==> config.mk <==
export PLATFORM = sky130hd
export DESIGN_NAME = pin_in_sync
export DESIGN_NICKNAME = d
export VERILOG_FILES = /design/src/rtl/pin_in_sync.sv
export SDC_FILE = /design/constraint.sdc
export NUM_CORES = 1
export LEC_CHECK = 0
export BUFFER_PORTS_ARGS = -buffer_cell sky130_fd_sc_hd__buf_4
export CELL_PAD_IN_SITES_DETAIL_PLACEMENT = 1
export CELL_PAD_IN_SITES_GLOBAL_PLACEMENT = 2
export CORE_AREA = 2 2 119 121
export DETAILED_ROUTE_END_ITERATION = 6
export DIE_AREA = 0 0 121 123
export MAX_ROUTING_LAYER = met4
export PLACE_DENSITY_LB_ADDON = 0.3
export SYNTH_ARGS = -nofsm -noshare
export SYNTH_HDL_FRONTEND = slang
export SYNTH_SLANG_ARGS = --single-unit
export TNS_END_PERCENT = 100
==> constraint.sdc <==
create_clock -name clk_cog -period 1.5 [get_ports clk_cog]
set_input_delay 0.3 -clock clk_cog [delete_from_list [all_inputs] [get_ports clk_cog]]
set_output_delay 0.3 -clock clk_cog [all_outputs]
set_load 0.005 [all_outputs]
==> src/rtl/pin_in_sync.sv <==
// Purpose: brings asynchronous pad inputs into clk_cog through a per-pin synchronizer chain,
//          with an optional per-pin deglitch filter and registered rise/fall pulses.
// Latency: SYNC_STAGES-1 edges unfiltered, SYNC_STAGES-1+FILTER_CYCLES edges filtered;
//          the pin_dir/pin_out bypass to sync_out is combinational.
// Backpressure: none; every pin is sampled on every clk_cog edge.
//
// Ports:
//   clk_cog  - sole clock
//   res      - synchronous active-high reset
//   pin_in   - raw pad inputs, asynchronous to clk_cog
//   pin_out  - core output data, returned directly on pins driven as outputs
//   pin_dir  - core direction, 1 = output
//   sync_out - conditioned input bus to the core
//   rise     - one-cycle pulse when a filtered bit goes 0->1
//   fall     - one-cycle pulse when a filtered bit goes 1->0
module pin_in_sync #(
    parameter int               WIDTH         = 32,
    parameter int               SYNC_STAGES   = 2,
    parameter int               FILTER_CYCLES = 0,
    parameter logic [WIDTH-1:0] INIT          = '0
) (
    input  logic             clk_cog,
    input  logic             res,
    input  logic [WIDTH-1:0] pin_in,
    input  logic [WIDTH-1:0] pin_out,
    input  logic [WIDTH-1:0] pin_dir,
    output logic [WIDTH-1:0] sync_out,
    output logic [WIDTH-1:0] rise,
    output logic [WIDTH-1:0] fall
);

    // Synchronizer chain: plain flop-to-flop, no logic between stages.
    logic [WIDTH-1:0] s [SYNC_STAGES];
    logic [WIDTH-1:0] smp;

    always_ff @(posedge clk_cog) begin
        if (res) begin
            for (int n = 0; n < SYNC_STAGES; n++) begin
                s[n] <= INIT;
            end
        end else begin
            s[0] <= pin_in;
            for (int n = 1; n < SYNC_STAGES; n++) begin
                s[n] <= s[n-1];
            end
        end
    end

    assign smp = s[SYNC_STAGES-1];

    // flt is the conditioned level; flt_nxt is the value it holds after the coming edge.
    logic [WIDTH-1:0] flt;
    logic [WIDTH-1:0] flt_nxt;

    generate
        if (FILTER_CYCLES > 0) begin : g_filt
            localparam int              CW       = (FILTER_CYCLES > 1) ? $clog2(FILTER_CYCLES) : 1;
            localparam logic [CW-1:0]   CNT_LAST = CW'(FILTER_CYCLES - 1);

            logic [CW-1:0]    cnt [WIDTH];
            logic [WIDTH-1:0] flt_q;

            // A pin only changes once it has disagreed with flt for FILTER_CYCLES samples in a row.
            always_comb begin
                flt_nxt = flt_q;
                for (int i = 0; i < WIDTH; i++) begin
                    if ((smp[i] != flt_q[i]) && (cnt[i] == CNT_LAST)) begin
                        flt_nxt[i] = smp[i];
                    end
                end
            end

            always_ff @(posedge clk_cog) begin
                if (res) begin
                    flt_q <= INIT;
                    for (int i = 0; i < WIDTH; i++) begin
                        cnt[i] <= '0;
                    end
                end else begin
                    flt_q <= flt_nxt;
                    for (int i = 0; i < WIDTH; i++) begin
                        // Any agreeing sample, or the final disagreeing one, restarts the run,
                        // so the counter never wraps.
                        if ((smp[i] == flt_q[i]) || (cnt[i] == CNT_LAST)) begin
                            cnt[i] <= '0;
                        end else begin
                            cnt[i] <= cnt[i] + CW'(1);
                        end
                    end
                end
            end

            assign flt = flt_q;
        end else begin : g_nofilt
            // Unfiltered: flt is the last sync stage, which itself is the one-cycle-delayed
            // copy (reset to INIT) of the stage before it. Comparing the two lets the
            // registered edge flags line up with the cycle the new level appears.
            assign flt     = smp;
            assign flt_nxt = s[SYNC_STAGES-2];
        end
    endgenerate

    // Edge flags are registered alongside the level so they pulse in the same cycle.
    always_ff @(posedge clk_cog) begin
        if (res) begin
            rise <= '0;
            fall <= '0;
        end else begin
            rise <= flt_nxt & ~flt;
            fall <= ~flt_nxt & flt;
        end
    end

    // Output pins see their own drive; the filter keeps tracking the pad regardless.
    assign sync_out = (pin_dir & pin_out) | (~pin_dir & flt);

endmodule

==> impl_metrics.tcl, run 1 <==
set metrics [dict create \
    status "finished clean" \
    antenna_cells 0 \
    routed-via-count 2900 \
    path_cells "mux2_2, buf_4" \
    placedCellCount 664 \
    start_util_pct 29.4 \
    cts_root_buffer "clkbuf_16" \
    synthCells 302 \
    avgSynthCellArea_um2 13.2 \
    viasPerCell 4.17 \
    setup_tns_ns 0 \
    netSwitchingPower_w 0.00160 \
    fin_crit_sh_pct 96.7 \
    syn_area_um2 4000 \
    cts_resized 0 \
    fin_skew_ns 0.00401 \
    power_density_nw_per_um2 1320 \
    antenna_found_initial 0 \
    cts_tree "yes" \
    path_clk_slew_ns 0.05 \
    clock_latency_ns 0.40 \
    num_io_pins 194 \
    grt_setup_unrepaired "no" \
    routedWlPerCell_um 12.8 \
    fp.dieArea_um2 14900 \
    sequentialPowerShare_pct 44.1 \
    postRouteAntennaNets 0 \
    p_clk_share_pct 48.1 \
    finalWirelength_um 8910 \
    path_max_fanout 3 \
    grt_use_total_pct 12.5 \
    startpoint_type "register" \
    overflow 0 \
    grt_pass1_vias 2816 \
    fin_nets 601 \
    leakage_nw 2.76 \
    cts_inserted_buffers 17 \
    die_h_um 123 \
    p_int_w 0.00659 \
    cts_setup_buffers 0 \
    arrival_ns 1.15 \
    irDropWorstVdd_uv 673 \
    cp_slowest_cell "dfxtp_1" \
    ys_types 8 \
    end_kind "primary output" \
    clock_sinks 128 \
    relSlewSlack_pct 80.8 \
    coreArea_um2 13600 \
    maxSlewViolCount 0 \
    hold_viol 0 \
    cts_buffer_depth 2 \
    dp_hpwl_um 6510 \
    die_w_um 121 \
    gp_congestion 0.662 \
    fmax_mhz 689 \
    cts_max_level 4 \
    max_cap_violations 0 \
    port_buffers 193 \
    cp_slowest_stage_delay_ns 0.35 \
    grt_pass1_wl_um 13500 \
    critPathRequiredTime_ns 1.20 \
    hold_buffers 0 \
    synth-seq-area-share_pct 64.1 \
    pwr-share-comb_pct 7.8 \
    ys_ff_latch 128 \
    cp_num_buf_inv 1 \
    worst_slew_pin_slew_ns 0.287 \
    synth_nets 400 \
    layout_min_cycle_time_ns 1.45 \
    post_route_cells_drive_above_1_share_pct 53.4 \
    critPathKind "register to primary output" \
    critPathTopFamily "flip-flops" \
    setup_violations 0 \
    rows 43 \
    switching_share_pct 19.6 \
    drc 0 \
    grt_max_degree 51 \
    drtPass1Iterations 4 \
    area_growth_pct 55.4 \
    dr.first_iter.drc_count 100 \
    yosys_warnings 0 \
    final_cells 695 \
    hold_path.class "input pin to register" \
]
==> worst paths after layout <==
kind | start | endpoint | slack (ns) | depth (start not counted)
hold reg to reg | s[0][31]$_SDFF_PP0_ | fall[31]$_SDFF_PP0_ | 0.42 | 1
hold / removal | pin_in[15] | s[0][15]$_SDFF_PP0_ | 0.11 | 2
setup reg to reg | s[0][58]$_SDFF_PP0_ | fall[26]$_SDFF_PP0_ | 0.77 | 1
setup / recovery | s[0][38]$_SDFF_PP0_ | sync_out[6] | 0.05 | 2
==> Yosys cell counts <==
master / n / area, um2
nor2b_1: 64 / 400
dfxtp_1: 128 / 2560
nor3b_2: 20 / 250
buf_2: 9 / 45.0
clkbuf_1: 1 / 3.75
nor3b_1: 44 / 330
buf_6: 4 / 45.0
mux2_2: 32 / 360
==> sequential cells by signal, indices dropped and copies added, names as in the netlist <==
register / count
rise: 32
s: 64
fall: 32
==> cell usage in the layout, fill, tap and decap left out <==
cell type,instances
nor3b_2,20
clkbuf_8,4
bufinv_16,2
clkbuf_1,4
nor3b_1,44
dfxtp_1,128
buf_4,193
clkbuf_16,17
mux2_2,32
nor2b_1,64
clkinv_2,4
buf_12,3
==> power by group through the flow <==
stage | Clock, W | Sequential [W] | Combinational [W]
final | 0.00394 | 0.00361 | 0.000636
after global routing | 0.00423 | 0.00363 | 0.000696
after CTS | 0.00408 | 0.00362 | 0.000650
after detailed placement | 0 | 0.00369 | 0.000646
after global placement | 0 | 0.00368 | 0.000633
after floorplan | 0 | 0.00367 | 0.000245
==> final cells by class <==
cell class | count | area [um2]
Fill cell | 1446 | 7400
Clock buffer | 25 | 495
Clock inverter | 6 | 80.1
Multi-Input combinational cell | 160 | 1340
Timing Repair Buffer | 196 | 1510
Tap cell | 180 | 225
Sequential cell | 128 | 2560
==> logic make-up after synthesis <==
kind of cell,after synthesis,share of synthesized area (%)
DFF,128,64.1
and+or+nand+nor,128,24.5
muxes,32,9.01
buffers and inverters,14,2.35
==> metal layers <==
metal	vias to the layer above	track usage [%]	share of wire, %
met4	0	6.98	1.9
met2	123	19.5	49
li1	1410	-	-
met1	1350	12.9	39
met3	17	6.23	10
met5	-	-	0
==> through the flow <==
step | utilization (%) | worst slack, ns | power [W] | cell area (um2) | hold slack (ns)
after floorplan | - | 0.586 | 0.00391 | 4000 | 0.403
final | 45.6 | 0.0492 | 0.00819 | 6210 | 0.106
after global routing | 45.6 | 0.000843 | 0.00856 | 6210 | 0.0907
after global placement | 41.4 | 0.370 | 0.00431 | 5640 | 0.414
after detailed placement | 41.4 | 0.363 | 0.00433 | 5640 | 0.422
after CTS | 45.6 | 0.0122 | 0.00834 | 6210 | 0.0813
Power figures use the tool's default switching activity.
==> inputs of run 2 (changes only) <==
--- a/config.mk
+++ b/config.mk
@@ -5,12 +5,13 @@
 export SDC_FILE = /design/constraint.sdc
 export NUM_CORES = 1
 export LEC_CHECK = 0
+export ABC_AREA = 1
 export BUFFER_PORTS_ARGS = -buffer_cell sky130_fd_sc_hd__buf_4
 export CELL_PAD_IN_SITES_DETAIL_PLACEMENT = 1
 export CELL_PAD_IN_SITES_GLOBAL_PLACEMENT = 2
-export CORE_AREA = 2 2 119 121
+export CORE_AREA = 2 2 129 131
 export DETAILED_ROUTE_END_ITERATION = 6
-export DIE_AREA = 0 0 121 123
+export DIE_AREA = 0 0 131 133
 export MAX_ROUTING_LAYER = met4
 export PLACE_DENSITY_LB_ADDON = 0.3
 export SYNTH_ARGS = -nofsm -noshare
==> run 2 against run 1 <==
Effect of this change: sequential power hardly changed; worst setup slack better by 0.12 ns; non-clock buffer count stayed put; combinational power is 2% higher; die area is 17% higher; count of clock-buffer cells in the layout is 5 lower.
==> impl_metrics.tcl, run 2 <==
set metrics [dict create \
    status "finished clean" \
    reg2reg_slack_ns 0.87 \
    port_buffers 193 \
    startpoint_type "register" \
    postRouteAntennaNets 0 \
    synthTopCellsByCount "144 x nand2_1, 128 x dfxtp_1, 104 x inv_1, 80 x nor2_1" \
    power_density_nw_per_um2 1290 \
    cts_setup_buffers 0 \
    crit_end "sync_out[15]" \
    irDropWorstVdd_uv 732 \
    critPathKind "register to primary output" \
    leakage_nw 3.59 \
    cts_tree "yes" \
    area_growth_pct 54.6 \
    fin_crit_sh_pct 88.6 \
    synth_edf_count 0 \
    antenna_cells 0 \
    cts_root_buffer "clkbuf_16" \
    yosys_warnings 0 \
    avgSynthCellArea_um2 8.21 \
    cts_resized 0 \
    final_cell_mix "194 x buf_4, 144 x nand2_1, 128 x dfxtp_1" \
    layout_min_cycle_time_ns 1.33 \
    rows 47 \
    ys_types 10 \
    cp.depth 3 \
    cp_slowest_stage_delay_ns 0.37 \
    viasPerCell 3.78 \
    setup_violations 0 \
    final_cells 937 \
    worst_slew_pin_slew_ns 0.465 \
    cts_buffer_depth 2 \
    cts_max_level 4 \
    fp.dieArea_um2 17400 \
    reg2reg_depth 2 \
    post_route_cells_drive_above_1_share_pct 36.3 \
    critPathTopFamily "flip-flops" \
    routedWlPerCell_um 11.3 \
    cp_slowest_cell "dfxtp_1" \
    overflow 0 \
    synthDominantCellAreaShare_pct 62.4 \
    fin_skew_ns 0.00466 \
    async_flop_share_pct 0 \
    crit_start "s[0][47]$_SDFF_PP0_" \
    grt_pass1_wl_um 16500 \
    crit_top_cell "nand2_1" \
    coreArea_um2 16200 \
    die_h_um 133 \
    die_w_um 131 \
    num_io_pins 194 \
    setup_tns_ns 0 \
    relSlewSlack_pct 69.0 \
    placedCellCount 905 \
    largest_reg_flops 64 \
    clock_latency_ns 0.41 \
    path_clk_slew_ns 0.06 \
    grt_setup_unrepaired "no" \
    path_max_fanout 3 \
    yosys.area.top_type "dfxtp_1" \
    clock_sinks 128 \
    max_cap_violations 0 \
    cts_inserted_buffers 17 \
    synth-seq-area-share_pct 62.4 \
    hold_path.class "input pin to register" \
    finalWirelength_um 10600 \
    synth_area_leaders "dfxtp_1 62%, nand2_1 13%, inv_1 9.5%, nor2_1 7.3%, nand2_2 2.4%" \
    dp_hpwl_um 8040 \
    path_cells "nand2_1, nand2_1, buf_4" \
    grt_use_total_pct 12.9 \
    routed-via-count 3545 \
    grt_max_degree 41 \
    drtPass1Iterations 5 \
    start_util_pct 25.4 \
    antenna_found_initial 0 \
    rr_endpoint "fall[9]$_SDFF_PP0_" \
    maxSlewViolCount 0 \
    hold_buffers 0 \
    critPathRequiredTime_ns 1.20 \
    grt_pass1_vias 3507 \
    drc 0 \
    cp_num_buf_inv 1 \
    ys.flop_type "dfxtp_1" \
    dr.first_iter.drc_count 78 \
    fin_nets 802 \
    max_flop_register "s" \
    reg_top3 "s (64), fall (32), rise (32)" \
    layout_commonest_cell "buf_4" \
    synth_most_common_cell "nand2_1" \
    synth_nets 598 \
    gp_congestion 0.714 \
    hp-start "pin_in[5]" \
    arrival_ns 1.03 \
    synthCells 500 \
    hold_viol 0 \
    r2r-start "s[0][41]$_SDFF_PP0_" \
    syn_area_um2 4100 \
    fmax_mhz 752 \
    fill_cells 1949 \
    end_kind "primary output" \
    ys_ff_latch 128 \
]
run 2: cell types whose count changed after synthesis, sizes merged, moves of 2 or more:
cell	delta
nor2	+96
nand2	+160
nor2b	-64
inv	+105
buf	-2
mux2	-32
nor3b	-64
run 2: worst register-to-register path, cell delays in order, from the launching register on:
cell and delay (ns):
dfxtp_1 0.37, nand2_1 0.08, nor2_1 0.11
run 2: layer usage:
| metal | GRT usage (%) | wire length, um | vias to the layer above |
|---|---|---|---|
| met4 | 5.79 | 191 | 0 |
| met5 | - | 0 | - |
| met2 | 19.9 | 4950 | 132 |
| li1 | - | - | 1811 |
| met3 | 5.42 | 911 | 12 |
| met1 | 14.5 | 4530 | 1590 |
run 2: where the power goes:
group          switching, W  leakage, nW  total (W)  internal, W
combinational      0.000264         2.25   0.000646     0.000381
sequential        0.0000742         1.05    0.00361      0.00354
clock               0.00144        0.289    0.00394      0.00251
run 2: logic make-up after synthesis:
family / Yosys count / share of synthesized area (%)
buf+inv: 116 / 12.2
flops: 128 / 62.4
simple gates: 256 / 25.4
run 2: area by class of cell:
cell class / count / area, um2 / area share (%)
Multi-Input combinational cell: 256 / 1040 / 16.4
Sequential cell: 128 / 2560 / 40.4
Timing Repair Buffer: 196 / 1500 / 23.6
Inverter: 105 / 397 / 6.25
Clock buffer: 20 / 457 / 7.20
Tap cell: 220 / 275 / 4.34
Clock inverter: 12 / 116 / 1.83
run 2: how the worst min path moves through the flow:
| stage | to | slack (ns) | cells past startpoint |
|---|---|---|---|
| 2_1_floorplan | fall[3]$_SDFF_PP0_ | 0.39 | 1 |
| 6_report | s[0][5]$_SDFF_PP0_ | 0.09 | 3 |
| 3_3_place_gp | fall[6]$_SDFF_PP0_ | 0.40 | 1 |
| 5_1_grt | s[0][12]$_SDFF_PP0_ | 0.08 | 3 |
| 4_1_cts | s[0][12]$_SDFF_PP0_ | 0.07 | 3 |
| 3_5_place_dp | fall[5]$_SDFF_PP0_ | 0.41 | 1 |
run 2: stage by stage:
step | instance area, um2 | power, W | util, % | worst slack [ns] | hold WS, ns
after floorplan | 4100 | 0.00391 | - | 0.615 | 0.390
after global placement | 5770 | 0.00432 | 35.7 | 0.398 | 0.396
after detailed placement | 5770 | 0.00435 | 35.7 | 0.390 | 0.405
after CTS | 6340 | 0.00835 | 39.2 | 0.128 | 0.0712
after global routing | 6340 | 0.00860 | 39.2 | 0.0689 | 0.0776
final | 6340 | 0.00820 | 39.2 | 0.170 | 0.0913
==> inputs of run 3 (changes only) <==
--- a/config.mk
+++ b/config.mk
@@ -7,11 +7,9 @@
 export LEC_CHECK = 0
 export ABC_AREA = 1
 export BUFFER_PORTS_ARGS = -buffer_cell sky130_fd_sc_hd__buf_4
-export CELL_PAD_IN_SITES_DETAIL_PLACEMENT = 1
-export CELL_PAD_IN_SITES_GLOBAL_PLACEMENT = 2
-export CORE_AREA = 2 2 129 131
+export CORE_AREA = 2 2 95 97
 export DETAILED_ROUTE_END_ITERATION = 6
-export DIE_AREA = 0 0 131 133
+export DIE_AREA = 0 0 97 99
 export MAX_ROUTING_LAYER = met4
 export PLACE_DENSITY_LB_ADDON = 0.3
 export SYNTH_ARGS = -nofsm -noshare
==> run 3 against run 2 <==
Effect of this change: sequential share of layout area decreased by 0.19 points; worst setup slack worse by 0.065 ns; utilization grew 35 points; global-route usage rose by 7.1 points; count of clock-buffer cells in the layout is 2 lower; final area is 0.51% higher; flip-flop and latch count unchanged; critical path depth unchanged; cell count down 11%; via count rose by 0.73%; combinational power rose by 2%; clock skew up 0.0024 ns.
==> impl_metrics.tcl, run 3 (synthesis results as in run 2) <==
set metrics [dict create \
    status "finished clean" \
    fmax_mhz 717 \
    crit_start "s[0][57]$_SDFF_PP0_" \
    layout_min_cycle_time_ns 1.40 \
    path_max_fanout 3 \
    cts_root_buffer "clkbuf_8" \
    hold_viol 0 \
    fin_crit_sh_pct 93.0 \
    viasPerCell 4.27 \
    whs_endpoint "s[0][18]$_SDFF_PP0_" \
    sequentialPowerShare_pct 42.4 \
    cts_setup_buffers 0 \
    max_cap_violations 0 \
    grt_max_degree 45 \
    placedCellCount 792 \
    hold_path.class "input pin to register" \
    p_int_w 0.00671 \
    critPathRequiredTime_ns 1.20 \
    path_clk_slew_ns 0.06 \
    startpoint_type "register" \
    fp.dieArea_um2 9600 \
    fill_cells 609 \
    cts_inserted_buffers 17 \
    pwr-share-comb_pct 7.8 \
    max_flop_register "s" \
    dp_hpwl_um 6540 \
    r2r-start "s[0][40]$_SDFF_PP0_" \
    final_cell_mix "194 x buf_4, 144 x nand2_1, 127 x dfxtp_1" \
    grt_pass1_wl_um 15000 \
    finalWirelength_um 9120 \
    worst_slew_pin_slew_ns 0.444 \
    routedWlPerCell_um 10.9 \
    die_w_um 97 \
    largest_reg_flops 64 \
    grt_setup_unrepaired "no" \
    holdPathStages 3 \
    netSwitchingPower_w 0.00182 \
    grt_pass1_vias 3565 \
    routed-via-count 3571 \
    start_util_pct 48.0 \
    layout_commonest_cell "buf_4" \
    overflow 0 \
    reg_top3 "s (64), fall (32), rise (32)" \
    antenna_cells 0 \
    leakage_nw 3.65 \
    area_growth_pct 55.4 \
    clock_sinks 128 \
    postRouteAntennaNets 0 \
    holdWs_ns 0.0227 \
    post_route_cells_drive_above_1_share_pct 35.8 \
    final_cells 837 \
    setup_violations 0 \
    gp_congestion 0.746 \
    drtPass1Iterations 4 \
    p_clk_share_pct 49.9 \
    rr_endpoint "fall[8]$_SDFF_PP0_" \
    critPathKind "register to primary output" \
    hp-start "pin_in[18]" \
    cts_buffer_depth 2 \
    fin_nets 814 \
    reg2reg_depth 2 \
    arrival_ns 1.10 \
    dr.first_iter.drc_count 51 \
    cts_tree "yes" \
    reg2reg_slack_ns 0.87 \
    irDropWorstVdd_uv 879 \
    maxSlewViolCount 0 \
    port_buffers 193 \
    clock_latency_ns 0.49 \
    relSlewSlack_pct 70.4 \
    end_kind "primary output" \
    rows 34 \
    switching_share_pct 21.3 \
    die_h_um 99 \
    antenna_found_initial 0 \
    cts_max_level 4 \
    grt_use_total_pct 20.0 \
    drc 0 \
    coreArea_um2 8550 \
    power_density_nw_per_um2 1340 \
    num_io_pins 194 \
    fin_skew_ns 0.00704 \
    setup_tns_ns 0 \
]
run 3: cell count changes in the layout (fill, tap and decap cells not counted), moves of 2 or more:
cell / previous run / this run
bufinv_16: 2 / 4
clkinv_2: 8 / 0
clkinv_4: 1 / 6
dlygate4sd3_1: 0 / 13
inv_6: 0 / 3
run 3: final cells by class:
type,instances,area (um2),share of cell area (%)
well taps,108,135,2.12
clock buffers,18,428,6.71
inverters,105,397,6.22
multi-input cells,256,1040,16.3
clock inverters,14,206,3.24
repair buffers,208,1610,25.2
flip-flops and latches,128,2560,40.2
run 3: worst max path at each step:
stage | to | slack (ns) | cells past startpoint
after floorplan | s[0][39]$_SDFF_PP0_ | 0.62 | 6
after global placement | rise[0]$_SDFF_PP0_ | 0.41 | 5
after detailed placement | fall[8]$_SDFF_PP0_ | 0.36 | 5
final | sync_out[25] | 0.10 | 3
after global routing | sync_out[22] | 0.008 | 3
after CTS | sync_out[1] | 0.03 | 3
run 3: per-layer routing:
layer / part of all wire, % / GRT usage [%] / vias to the layer above
li1: - / - / 1843
met1: 39 / 19.1 / 1605
met2: 54 / 37.6 / 117
met3: 6.2 / 6.45 / 6
met4: 1.0 / 6.83 / 0
met5: 0 / - / -
run 3: per-stage QoR:
step | power (W) | setup WS (ns) | area [um2] | util [%]
after detailed placement | 0.00432 | 0.362 | 5610 | 65.6
after floorplan | 0.00391 | 0.615 | 4100 | -
after global placement | 0.00430 | 0.414 | 5610 | 65.6
after CTS | 0.00860 | 0.0284 | 6380 | 74.6
final | 0.00853 | 0.105 | 6380 | 74.6
after global routing | 0.00885 | 0.00843 | 6380 | 74.6
run 3: power groups by stage:
stage | Combinational [W] | Sequential (W) | Clock (W)
global placement | 0.000616 | 0.00368 | 0
CTS | 0.000670 | 0.00361 | 0.00432
finish | 0.000662 | 0.00361 | 0.00425
global route | 0.000739 | 0.00363 | 0.00448
floorplan | 0.000235 | 0.00368 | 0
detailed placement | 0.000639 | 0.00369 | 0
run 3: repair_timing:
item                                    CTS  global route
resized for setup                         0             1
hold buffers                             13             0
endpoints found under the hold margin    13             0
endpoints found under the setup margin    0             1
run 3: critical path: stages, from the launching register on:
cell and delay (ns):
dfxtp_1 0.36, nand2_1 0.08, nand2_1 0.07, buf_4 0.11
